===== config.mk =====
export PLATFORM = sky130hd
export DESIGN_NAME = uart_tx
export DESIGN_NICKNAME = d
export VERILOG_FILES = /design/src/rtl/uart_pkg.sv /design/src/rtl/uart_tx_fifo.sv /design/src/rtl/uart_tx.sv
export SDC_FILE = /design/constraint.sdc
export NUM_CORES = 1
export LEC_CHECK = 0
export ABC_AREA = 1
export BUFFER_PORTS_ARGS = -buffer_cell sky130_fd_sc_hd__buf_2
export CORE_ASPECT_RATIO = 0.7
export CORE_MARGIN = 3
export CORE_UTILIZATION = 50
export DETAILED_ROUTE_END_ITERATION = 12
export GPL_TIMING_DRIVEN = 0
export PLACE_DENSITY_LB_ADDON = 0.08
export SYNTH_ARGS = -nofsm -noshare
export SYNTH_HDL_FRONTEND = slang
export SYNTH_SLANG_ARGS = --single-unit

===== constraint.sdc =====
create_clock -name clk -period 3.3 [get_ports clk]
set_input_delay 0.33 -clock clk [delete_from_list [all_inputs] [get_ports clk]]
set_output_delay 0.33 -clock clk [all_outputs]
set_load 0.01 [all_outputs]

===== src/rtl/uart_pkg.sv =====
// Shared UART definitions: standard baud divisor, frame width and the
// transmitter state encoding used by the TX datapath.
package uart_pkg;

  localparam int BAUD_DIV_115200 = 868;
  localparam int UART_DATA_BITS  = 8;

  typedef enum logic [1:0] {
    IDLE  = 2'd0,
    START = 2'd1,
    DATA  = 2'd2,
    STOP  = 2'd3
  } uart_tx_state_t;

endpackage


===== src/rtl/uart_tx_fifo.sv =====
// Single-clock byte FIFO feeding the UART transmitter. Push is ignored when
// full and pop is ignored when empty, so callers may drive them freely.
module uart_tx_fifo #(
  parameter int WIDTH = 8,
  parameter int DEPTH = 16,
  localparam int AW   = $clog2(DEPTH)
) (
  input  logic             clk,
  input  logic             rst,
  input  logic             push_i,
  input  logic [WIDTH-1:0] data_i,
  input  logic             pop_i,
  output logic [WIDTH-1:0] data_o,
  output logic             full_o,
  output logic             empty_o,
  output logic [AW:0]      count_o
);

  logic [WIDTH-1:0] mem_q [DEPTH];
  logic [AW-1:0]    wrPtr_q, wrPtr_d;
  logic [AW-1:0]    rdPtr_q, rdPtr_d;
  logic [AW:0]      count_q, count_d;
  logic             pushEn;
  logic             popEn;

  assign full_o  = (count_q == (AW+1)'(DEPTH));
  assign empty_o = (count_q == '0);
  assign count_o = count_q;
  assign data_o  = mem_q[rdPtr_q];
  assign pushEn  = push_i & ~full_o;
  assign popEn   = pop_i & ~empty_o;

  // Next pointer and occupancy; a simultaneous push and pop keeps the count.
  always_comb begin
    wrPtr_d = pushEn ? wrPtr_q + 1'b1 : wrPtr_q;
    rdPtr_d = popEn  ? rdPtr_q + 1'b1 : rdPtr_q;
    count_d = count_q;
    case ({pushEn, popEn})
      2'b10:   count_d = count_q + 1'b1;
      2'b01:   count_d = count_q - 1'b1;
      default: count_d = count_q;
    endcase
  end

  // Pointer and count registers; reset flushes the queue contents.
  always_ff @(posedge clk) begin
    if (rst) begin
      wrPtr_q <= '0;
      rdPtr_q <= '0;
      count_q <= '0;
    end else begin
      wrPtr_q <= wrPtr_d;
      rdPtr_q <= rdPtr_d;
      count_q <= count_d;
    end
  end

  // Storage array, written only on an accepted push.
  always_ff @(posedge clk) begin
    if (pushEn) mem_q[wrPtr_q] <= data_i;
  end

endmodule


===== src/rtl/uart_tx.sv =====
// 8N1 UART transmitter with byte FIFO. The FSM pops a byte, sends start,
// eight data bits LSB first and a stop bit, and chains straight into the
// next frame while the FIFO holds data.
module uart_tx
  import uart_pkg::*;
#(
  parameter int BAUD_DIV   = BAUD_DIV_115200,
  parameter int FIFO_DEPTH = 16,
  localparam int CW        = $clog2(BAUD_DIV),
  localparam int NW        = $clog2(FIFO_DEPTH) + 1
) (
  input  logic                      clk,
  input  logic                      rst,
  input  logic [UART_DATA_BITS-1:0] byte_in,
  input  logic                      byte_valid,
  output logic                      byte_ready,
  output logic                      tx,
  output logic                      busy,
  output logic [NW-1:0]             fifo_count
);

  localparam logic [1:0] ST_IDLE  = IDLE;
  localparam logic [1:0] ST_START = START;
  localparam logic [1:0] ST_DATA  = DATA;
  localparam logic [1:0] ST_STOP  = STOP;

  logic [1:0]                state_q, state_d;
  logic [CW-1:0]             baudCnt_q, baudCnt_d;
  logic [UART_DATA_BITS-1:0] shift_q, shift_d;
  logic [2:0]                bitIdx_q, bitIdx_d;
  logic                      tx_q, tx_d;
  logic                      pop;
  logic                      bitEnd;
  logic [UART_DATA_BITS-1:0] fifoData;
  logic                      fifoFull;
  logic                      fifoEmpty;

  uart_tx_fifo #(
    .WIDTH (UART_DATA_BITS),
    .DEPTH (FIFO_DEPTH)
  ) u_fifo (
    .clk     (clk),
    .rst     (rst),
    .push_i  (byte_valid),
    .data_i  (byte_in),
    .pop_i   (pop),
    .data_o  (fifoData),
    .full_o  (fifoFull),
    .empty_o (fifoEmpty),
    .count_o (fifo_count)
  );

  assign bitEnd     = (baudCnt_q == CW'(BAUD_DIV - 1));
  assign byte_ready = ~fifoFull;
  assign tx         = tx_q;
  assign busy       = (state_q != ST_IDLE) | (fifo_count != '0);

  // Frame sequencing: tx_d is the line level for the state being entered,
  // so the registered tx changes on the same edge as the state.
  always_comb begin
    state_d   = state_q;
    baudCnt_d = bitEnd ? '0 : baudCnt_q + 1'b1;
    shift_d   = shift_q;
    bitIdx_d  = bitIdx_q;
    tx_d      = tx_q;
    pop       = 1'b0;
    case (state_q)
      ST_IDLE: begin
        baudCnt_d = '0;
        tx_d      = 1'b1;
        if (!fifoEmpty) begin
          pop     = 1'b1;
          shift_d = fifoData;
          state_d = ST_START;
          tx_d    = 1'b0;
        end
      end
      ST_START: begin
        if (bitEnd) begin
          state_d  = ST_DATA;
          bitIdx_d = '0;
          tx_d     = shift_q[0];
        end
      end
      ST_DATA: begin
        if (bitEnd) begin
          if (bitIdx_q == 3'(UART_DATA_BITS - 1)) begin
            state_d = ST_STOP;
            tx_d    = 1'b1;
          end else begin
            shift_d  = shift_q >> 1;
            bitIdx_d = bitIdx_q + 1'b1;
            tx_d     = shift_q[1];
          end
        end
      end
      ST_STOP: begin
        if (bitEnd) begin
          if (!fifoEmpty) begin
            pop     = 1'b1;
            shift_d = fifoData;
            state_d = ST_START;
            tx_d    = 1'b0;
          end else begin
            state_d = ST_IDLE;
            tx_d    = 1'b1;
          end
        end
      end
      default: begin
        state_d = ST_IDLE;
        tx_d    = 1'b1;
      end
    endcase
  end

  // State, baud counter, shift register and line register; reset idles the line.
  always_ff @(posedge clk) begin
    if (rst) begin
      state_q   <= ST_IDLE;
      baudCnt_q <= '0;
      shift_q   <= '0;
      bitIdx_q  <= '0;
      tx_q      <= 1'b1;
    end else begin
      state_q   <= state_d;
      baudCnt_q <= baudCnt_d;
      shift_q   <= shift_d;
      bitIdx_q  <= bitIdx_d;
      tx_q      <= tx_d;
    end
  end

endmodule


# Word level (Yosys, flattened, before mapping)
# Memory sizes are Yosys's and may differ from the RTL's. A register that Yosys moved wholly into a read port is not among the register bits.
# Cells that the tools add are included.
[word_totals]
regBits = 37
ramBits = 128
inputBits = 11
out_inout_bits = 8
elab_cells = 76
n_memories = 1
[classes]
addsub = 6
eq_ne = 14
muxes = 30
bitwise = 5
reduce_logical = 12
[mem_list]
columns = ["name", "words", "word_bits", "read_ports", "rd_ports_with_merged_regs", "write_ports", "line", "source"]
rows = [
  ["u_fifo.mem_q", 16, 8, 1, 1, 1, "uart_tx_fifo.sv:19", "logic [WIDTH-1:0] mem_q [DEPTH];"],
]
[ops]
columns = ["op", "count"]
rows = [
  ["2-to-1 mux 8 bit", 4],
  ["one-hot mux 8 bit (3 select lines)", 1],
  ["inequality test 2 bit, second input constant", 6],
  ["adder 10 x 1 -> 10 bit, second input constant", 1],
  ["== test 10 bit, second input constant", 1],
  ["2-to-1 mux 1 bit", 10],
  ["2-to-1 mux 2 bit", 5],
  ["one-hot mux 5 bit (2 select lines)", 1],
  ["2-to-1 mux 3 bit", 3],
  ["adder 4 x 1 -> 4 bit, second input constant", 2],
  ["2-to-1 mux 4 bit", 2],
  ["one-hot mux 2 bit (4 select lines)", 1],
  ["AND reduction 4 bit", 2],
  ["== test 2 bit, second input constant", 3],
  ["one-hot mux 3 bit (2 select lines)", 1],
  ["nonzero test 2 bit", 3],
  ["adder 5 x 1 -> 5 bit, second input constant", 1],
  ["== test 5 bit, second input constant", 1],
  ["logical NOT 5 bit", 1],
  ["AND reduction 5 bit", 1],
  ["nonzero test 5 bit", 1],
  ["subtractor 5 x 1 -> 5 bit, second input constant", 1],
  ["== test 2 x 1 -> 1 bit, second input constant", 2],
  ["one-hot mux 1 bit (4 select lines)", 1],
  ["10 further kinds", 12],
]

# Longest topological paths before layout
# Gate-level depths: netlist of the first run.
[depth]
ltp_word = 7
depth_mapped = 16
depth_no_buf = 16

# Modules after synthesis
# Synthesis of the first run repeated with hierarchy kept, for this count alone.
[hier_totals]
cells_unflattened = 657
area_unflattened_um2 = 7452.1
[by_module_without_submodules]
columns = ["module", "instances", "cells_per_inst", "area_per_inst_um2", "seq_area_each_um2"]
rows = [
  ["uart_tx_fifo", 1, 474, 6067.1, 4184.0],
  ["uart_tx", 1, 183, 1385.1, 480.5],
]

# Worst setup path before layout of the first run
# No wires, ideal clock.
[synth_path]
kind = "reg-to-reg"
start = "reg state_q[0]"
end = "reg u_fifo.count_q[4], in the netlist u_fifo.count_o[4]"
setup_ps = 70
t_arrival_ps = 2288
required_ps = 3230
slack_ps = 943
path_stages_with_launch = 16
path_buffers = 0
period_less_slack_ps = 2357
cell_sequence = "dfxtp_1 > inv_1 > ha_1 > inv_1 > nand2_1 > nand3b_4 > inv_1 > ha_1 > xor2_1 > ha_1 > a21o_1 > nand3_1 > nand2_1 > xor2_1 > nand2_1 > a21oi_1"
[synth_via]
elab_chain_cells = 5
elab_cells_between_ends = 8
cone_classes = "eq/ne (3); mux (2); bitwise (1); reduce/logical (2)"
[synth_lines]
columns = ["element", "line", "source"]
rows = [
  ["start, declared", "uart_tx.sv:27", "logic [1:0] state_q, state_d;"],
  ["start signal, assigned", "uart_tx.sv:126", "state_q <= state_d;"],
  ["== test 2 bit / logical NOT 2 bit (equally long branches)", "uart_tx.sv:67", "case (state_q)"],
  ["one-hot mux 1 bit (2 select lines) *", "uart_tx.sv:67", ""],
  ["AND 1 bit *", "uart_tx_fifo.sv:31", "assign popEn = pop_i & ~empty_o;"],
  ["== test 2 x 1 -> 1 bit / == test 2 bit (equally long branches)", "uart_tx_fifo.sv:38", "case ({pushEn, popEn})"],
  ["one-hot mux 5 bit (2 select lines) / nonzero test 2 bit (equally long branches)", "-", ""],
  ["end signal, assigned", "uart_tx_fifo.sv:54", "count_q <= count_d;"],
  ["end, declared", "uart_tx_fifo.sv:22", "logic [AW:0] count_q, count_d;"],
]
# Every way passes the cells marked *; elsewhere a longest branch is shown, timed or not.
# A chain may end at the register's enable or synchronous reset.

# Final worst setup path of the first run
# Ends and elaborated chain as after synthesis.

==> metrics.md, run 1 <==
| Metric | Value |
|---|---|
| Initial Util | `52.66%` |
| Max_cap viols | `0` |
| Top post-synthesis cells by area | `edfxtp_1, nand2_1, dfxtp_1` |
| Worst hold path class | `input port to flop` |
| TritonCTS clock tree | `yes` |
| Final hold vios | `0` |
| Total CTS buffers | `17` |
| Synth Area in Adders | `2.977%` |
| First-pass DRT Iterations | `5` |
| Largest family of logic cells by synthesized area | `simple AND/OR/NAND/NOR gates` |
| Placed cell areas | `0.007889 mm^2` |
| Worst vdd ir | `603.7 uV` |
| Initial DRC Count | `734` |
| Clk_lat worst skew | `0.42 ns` |
| Setup repair after global routing missed its margin | `false` |
| Slew headroom | `47.00%` |
| Via count | `5396` |
| Post-DP HPWL | `12450 um` |
| Largest net degree at the start of global routing | `17` |
| Fmax | `362.5 MHz` |
| Leak | `3.551 nW` |
| DIE AREA | `0.01667 mm^2` |
| Mean post-synth cell area | `9.712 um^2` |
| Pwr Density | `780.4 mW/mm^2` |
| Critical path endpoint category | `flop` |
| DRT Wirelength | `17900 um` |
| Clock slew at reported path FFs | `0.06 ns` |
| Worst path cell trace | `inv_1 > ha_1 > inv_1 > nand2_1 > nand3b_4 > inv_1 > ha_1 > xor2_1 > ha_1 > a21o_1 > nand3_1 > nand2_1 > xor2_1 > nand2_1 > a21oi_1` |
| First-pass GRT wire length | `27950 um` |
| Critical path data required time | `3.65 ns` |
| Drt drc | `0` |
| Longest Clk Path Bufs | `2` |
| Clock skew | `0.008806 ns` |
| Critical Path Max Stage Delay | `0.41 ns` |
| Die height | `108.9 um` |
| Total GRT Usage | `22.49%` |
| Final Slew Violations | `0` |
| Critical-path top delay cell | `dfxtp_1` |
| Post-synthesis xor/xnor area fraction | `1.158%` |
| Post-CTS resize count | `0` |
| Post-Syn Area | `0.007566 mm^2` |
| I/O Pins | `19` |
| N_diodes | `0` |
| Overflow left after global routing | `0` |
| Initial antenna violation count | `0` |
| Row count | `36` |
| #FFs+latches synth | `169` |
| Critical path class | `flop to flop` |
| # port buffers | `17` |
| Worst Max-Slew Pin Slew | `0.7920 ns` |
| Core Area | `0.01437 mm^2` |
| Via density per instance | `5.301` |
| Endpoints failing setup | `0` |
| Outcome | `complete, no violations` |
| Wire per inst | `17.58 um` |
| Buf/Inv on CP | `3` |
| Compound-gate portion of the synthesized area | `4.597%` |
| Synth Instances | `779` |
| Fin area | `0.008491 mm^2` |
| Final net count | `844` |
| Root Buffer | `clkbuf_16` |
| Post-layout min period | `2.759 ns` |
| Post-CTS Setup Repair Bufs | `0` |
| CP top delay family | `adder cells` |
| H-Tree Depth | `4` |
| Register area share after synthesis | `61.65%` |
| Hold Buf Count CTS | `0` |
| Maximum fanout along the worst path | `8` |
| Synth area leader | `edfxtp_1` |
| Critical Path AT | `3.11 ns` |
| Yosys warns | `0` |
| Sum Neg Setup Slack | `0 ns` |
| Synth cell types | `39` |
| Fraction of layout instances using a drive strength above 1 | `11.84%` |
| CTS sink cnt | `169` |
| Die X | `153.0 um` |
| P&R area growth vs syn | `12.22%` |
| CP Launch Type | `flop` |
| RD Place Congestion | `0.9201` |
| Crit share post-route | `83.61%` |
| Top cell type's share of synthesized area | `50.80%` |
| Antenna-violating nets left | `0` |
| Net Count, Synth | `808` |
| Synth Area in Simple Gates | `22.46%` |
| Vias in the first global route | `4992` |
| Multiplexer area fraction after synthesis | `0%` |
-- path summary, 6_finish.rpt --
path	start	end	slack, ns	cells after the start
setup / recovery	state_q[0]$_SDFFE_PP0P_	u_fifo.count_o[4]$_SDFFE_PP0P_	0.54	15
hold / removal	rst	state_q[0]$_SDFFE_PP0P_	0.21	2
setup reg to reg	state_q[0]$_SDFFE_PP0P_	u_fifo.count_o[4]$_SDFFE_PP0P_	0.54	15
hold reg to reg	baudCnt_q[0]$_SDFF_PP0_	baudCnt_q[0]$_SDFF_PP0_	0.46	1
-- per-layer routing --
layer	global-route usage, %	share of wire [%]	up-vias
met4	6.612	0.86	0
li1	-	-	2622
met1	35.75	50	2543
met2	31.38	41	216
met3	4.006	8.9	15
met5	0	0	-
-- metrics by stage --
stage	worst slack, ns	hold slack [ns]	power [mW]	utilization, %	cells
2_1_floorplan	0.9426	0.4179	4.009	-	779
3_3_place_gp	0.6483	0.4280	4.583	54.90	986
3_5_place_dp	0.5689	0.4514	4.627	54.90	986
4_1_cts	0.5460	0.2089	6.623	59.09	1018
5_1_grt	0.2555	0.2327	7.004	59.09	1018
6_report	0.5410	0.2070	6.626	59.09	1018
-- cell usage in the layout (no fill, tap or decap), types with 18 or more instances in the layout --
cell and count:
edfxtp_1 128, nor2_1 63, dfxtp_1 41, buf_2 33, clkbuf_16 19, a21oi_1 24, inv_1 90, ha_1 18
nand2_1 221, o21ai_0 19, nand3_1 92
-- layout make-up --
type	instances	area [um^2]
plain buffers	30	185.2
clock buffers	24	521.8
clock inverters	8	80.08
fillers	1235	5878
inverters	95	356.6
multi-input cells	485	2360
flip-flops and latches	169	4664
well taps	190	237.7
repair buffers	17	85.08
-- cell usage after synthesis --
cell type and count:
a21oi_1 24, o21ai_4 1, buf_1 1, xnor2_1 1, dfxtp_1 41, inv_1 90
nor2_1 63, xor2_1 9, buf_2 16, buf_4 8, nor3_1 1, clkinv_1 1
nand3b_1 1, nand2_4 1, o21ai_0 19, nand3_1 92, a21oi_2 4, nand2_1 221
o211ai_1 3, nand4_2 1, or2_2 2, or3_1 1, a21o_1 1, o2111ai_1 1
o21bai_1 2, edfxtp_1 128, nor3b_1 2, inv_2 4, nand3b_4 1, nand3_2 2
a211oi_1 2, nand4_1 2, nor2_2 6, nand2_2 2, buf_6 3, ha_1 18
o21a_1 1, o21ai_1 1, clkbuf_1 2
-- registers in the layout, summed over array words and instances (netlist names), named ones only --
register / count
shift_q: 8
bitIdx_q: 3
u_fifo.mem_q: 128
baudCnt_q: 10
u_fifo.wrPtr_q: 4
state_q: 2
u_fifo.count_o: 5
u_fifo.rdPtr_q: 4
tx: 1
-- cell families (layout without fill, tap and decap cells) --
logic type	Yosys count	in the layout
flops	169	169
compound gates	59	59
buf+inv	125	174
simple gates	398	398
fa+ha+maj	18	18
xor+xnor	10	10
-- power breakdown --
part | total (mW) | internal [mW] | switching, mW
Sequential | 2.51 | 2.42 | 0.0850
Clock | 2.01 | 1.19 | 0.813
Combinational | 2.11 | 0.688 | 1.42
Total | 6.63 | 4.31 | 2.32
Power figures use the tool's default switching activity.
==> inputs of run 2 (changes only) <==
Settings changed: ABC_AREA 1 to 0.
Clock period 3.3 ns to 2.75 ns, I/O delays scaled along.
==> run 2 against run 1 <==
  * The flow now finishes with violations (negative setup slack)
  * Power grew 12%
  * Critical path depth fell by 2
  * Clock power increased by 13%
  * Clock-buffer cell count down 4
  * Sequential share of layout area up 2.3 points
  * Sequential power increased by 22%
  * Fmax shrank 5.0%
  * Register-to-register slack got worse by 0.69 ns
  * Cell count decreased by 31%
  * Cell area decreased by 3.8%
  * First-iteration DRC count is 45% lower
  * Via count fell by 25%
  * Critical endpoint unchanged
  * Largest power group unchanged
==> metrics.md, run 2 <==
| Metric | Value |
|---|---|
| Outcome | `complete, but fails checks` |
| Violated checks | `negative setup slack` |
| Maximum fanout along the worst path | `3` |
| Critical Path Max Stage Delay | `0.36 ns` |
| Synth cell types | `53` |
| Core Area | `0.01349 mm^2` |
| Initial antenna violation count | `0` |
| Critical path data required time | `3.05 ns` |
| Slew headroom | `29.15%` |
| Die height | `105.5 um` |
| Fin area | `0.008167 mm^2` |
| Critical path endpoint category | `flop` |
| #FFs+latches synth | `169` |
| Crit path top cell by count | `ha_2` |
| Root Buffer | `clkbuf_16` |
| PnR worst setup slack | `-0.1538 ns` |
| Endpoints failing setup | `1` |
| Overflow left after global routing | `0` |
| Top cell type's share of synthesized area | `54.31%` |
| Critical path class | `flop to flop` |
| Die X | `148.2 um` |
| Net Count, Synth | `485` |
| Crit share post-route | `105.6%` |
| Via density per instance | `5.730` |
| H-Tree Depth | `4` |
| Critical-path top delay cell | `dfxtp_4` |
| Ys async rst share | `0%` |
| Final Slew Violations | `0` |
| Commonest non-fill, non-tap cell in the layout | `edfxtp_1` |
| Post-Syn Area | `0.007077 mm^2` |
| Main synth FF type | `edfxtp_1` |
| Clk_lat worst skew | `0.42 ns` |
| Max_cap viols | `0` |
| Post-layout min period | `2.904 ns` |
| I/O Pins | `19` |
| Drt drc | `0` |
| Register area share after synthesis | `65.91%` |
| Fmax | `344.4 MHz` |
| Synth area leader | `edfxtp_1` |
| DIE AREA | `0.01564 mm^2` |
| CP Launch Type | `flop` |
| Total CTS buffers | `17` |
| Worst hold path class | `input port to flop` |
| Final core utilization | `60.55%` |
| Post-DP HPWL | `9735 um` |
| Fraction of layout instances using a drive strength above 1 | `25.82%` |
| RD Place Congestion | `0.7679` |
| Critical Path AT | `3.21 ns` |
| Total GRT Usage | `19.70%` |
| First-pass DRT Iterations | `5` |
| Setup repair after global routing missed its margin | `true` |
| N_diodes | `0` |
| Worst vdd ir | `486.6 uV` |
| M2 GR Usage | `27.52%` |
| Synth Instances | `456` |
| Clock skew | `0.01199 ns` |
| Longest Clk Path Bufs | `2` |
| Mean post-synth cell area | `15.52 um^2` |
| Initial Util | `52.47%` |
| CTS sink cnt | `169` |
| Met1 GRT Util | `31.30%` |
| Row count | `35` |
| Leak | `2.766 nW` |
| Initial DRC Count | `406` |
| Most frequent cells in the layout | `edfxtp_1, nor2_1, dfxtp_1, mux4_2, buf_2` |
| Yosys warns | `0` |
| List of most frequent post-synthesis cells | `edfxtp_1, nor2_1, dfxtp_1` |
| Cell with the most instances after synthesis | `edfxtp_1` |
| GR Util met3 | `4.942%` |
| DRT Wirelength | `14810 um` |
| Buf/Inv on CP | `1` |
| Max FFs per register | `128` |
| CP top delay family | `compound AO/OA/AOI/OAI gates` |
| Min Hold Slack | `0.2444 ns` |
| First-pass GRT wire length | `22830 um` |
| Largest net degree at the start of global routing | `17` |
| Regs by FF count | `u_fifo.mem_q x128, baudCnt_q x10, shift_q x8` |
| # port buffers | `18` |
| Biggest register | `u_fifo.mem_q` |
| Final net count | `535` |
| Worst path cell trace | `ha_4 > and4bb_2 > a41oi_2 > nor3_4 > ha_2 > buf_8 > xor2_2 > ha_2 > o21a_1 > o21ai_1 > nand2b_1 > a211oi_2 > mux2_4` |
| Final hold vios | `0` |
| TritonCTS clock tree | `yes` |
| Placed cell areas | `0.007487 mm^2` |
| Via count | `4034` |
| Wire per inst | `21.03 um` |
| Layer with the highest usage | `met1` |
| Pwr Density | `910.5 mW/mm^2` |
| EDFF count, synth | `128` |
| Antenna-violating nets left | `0` |
| Worst Max-Slew Pin Slew | `1.059 ns` |
| Vias in the first global route | `3945` |
| Top post-synthesis cells by area | `edfxtp_1, dfxtp_1, mux4_2` |
| Clock slew at reported path FFs | `0.07 ns` |
| P&R area growth vs syn | `15.40%` |
[run 2: cell types whose count changed in the layout (fill, tap and decap cells not counted), moves of 12 or more]
cell     change
nand2_1    -204
nand3_1     -88
inv_1       -83
mux4_2      +29
o21ai_0     -15
a22oi_1     +13
mux2i_1     +13
buf_2       -12
[run 2: timing repair]
item,4_1_cts,5_1_grt
hold buffers,0,0
gates resized for setup,2,8
cloned,0,0
hold endpoints to repair,0,0
buffers inserted,10,3
pin swaps,7,7
endpoints found under the setup margin,2,2
[run 2: power breakdown]
part / total [mW] / internal [mW] / switching (mW)
Clock: 2.27 / 1.26 / 1.00
Combinational: 2.11 / 0.984 / 1.12
Sequential: 3.07 / 2.92 / 0.141
Total: 7.44 / 5.17 / 2.26
[run 2: layout make-up]
| class | instances | area, um^2 |
|---|---|---|
| fillers | 1062 | 5321 |
| flip-flops and latches | 169 | 4672 |
| multi-input cells | 257 | 2331 |
| clock buffers | 20 | 436.7 |
| well taps | 185 | 231.5 |
| repair buffers | 32 | 195.2 |
| plain buffers | 22 | 155.1 |
| clock inverters | 12 | 118.9 |
| inverters | 7 | 26.28 |
[run 2: kinds of logic (layout without fill, tap and decap cells)]
kind of cell	after synthesis	count (layout)	synth area share, %
DFF	169	169	65.91
and+or+nand+nor	119	119	8.310
AOI/OAI and AO/OA	57	57	6.188
muxes	46	46	11.92
buffers and inverters	30	93	2.387
adders and majority gates	18	18	3.183
xor gates and xnor gates	17	17	2.104
[run 2: metal layers]
metal	up-vias	part of all wire, %
li1	1855	-
met3	13	5.9
met4	0	0.77
met2	114	44
met5	-	0
met1	2052	49
[run 2: stage by stage]
step | power (mW) | worst slack [ns] | cells | setup TNS (ns)
after floorplan | 4.541 | 0.002307 | 456 | 0
after global placement | 4.964 | -0.3091 | 659 | -2.713
after detailed placement | 5.030 | -0.3875 | 660 | -0.4878
after CTS | 7.414 | -0.1660 | 702 | -0.1660
after global routing | 7.790 | -0.2190 | 704 | -0.2298
final | 7.435 | -0.1538 | 704 | -0.1538
[run 2: worst paths after layout]
| check | slack, ns | endpoint | cells past startpoint | startpoint |
|---|---|---|---|---|
| worst max-delay path | -0.15 | u_fifo.count_o[4]$_SDFFE_PP0P_ | 13 | baudCnt_q[0]$_SDFF_PP0_ |
| worst min-delay path | 0.24 | u_fifo.mem_q[13][7]$_DFFE_PP_ | 1 | byte_in[7] |
| worst max register to register | -0.15 | u_fifo.count_o[4]$_SDFFE_PP0P_ | 13 | baudCnt_q[0]$_SDFF_PP0_ |
| worst min register to register | 0.47 | bitIdx_q[1]$_SDFFE_PP0P_ | 2 | bitIdx_q[1]$_SDFFE_PP0P_ |
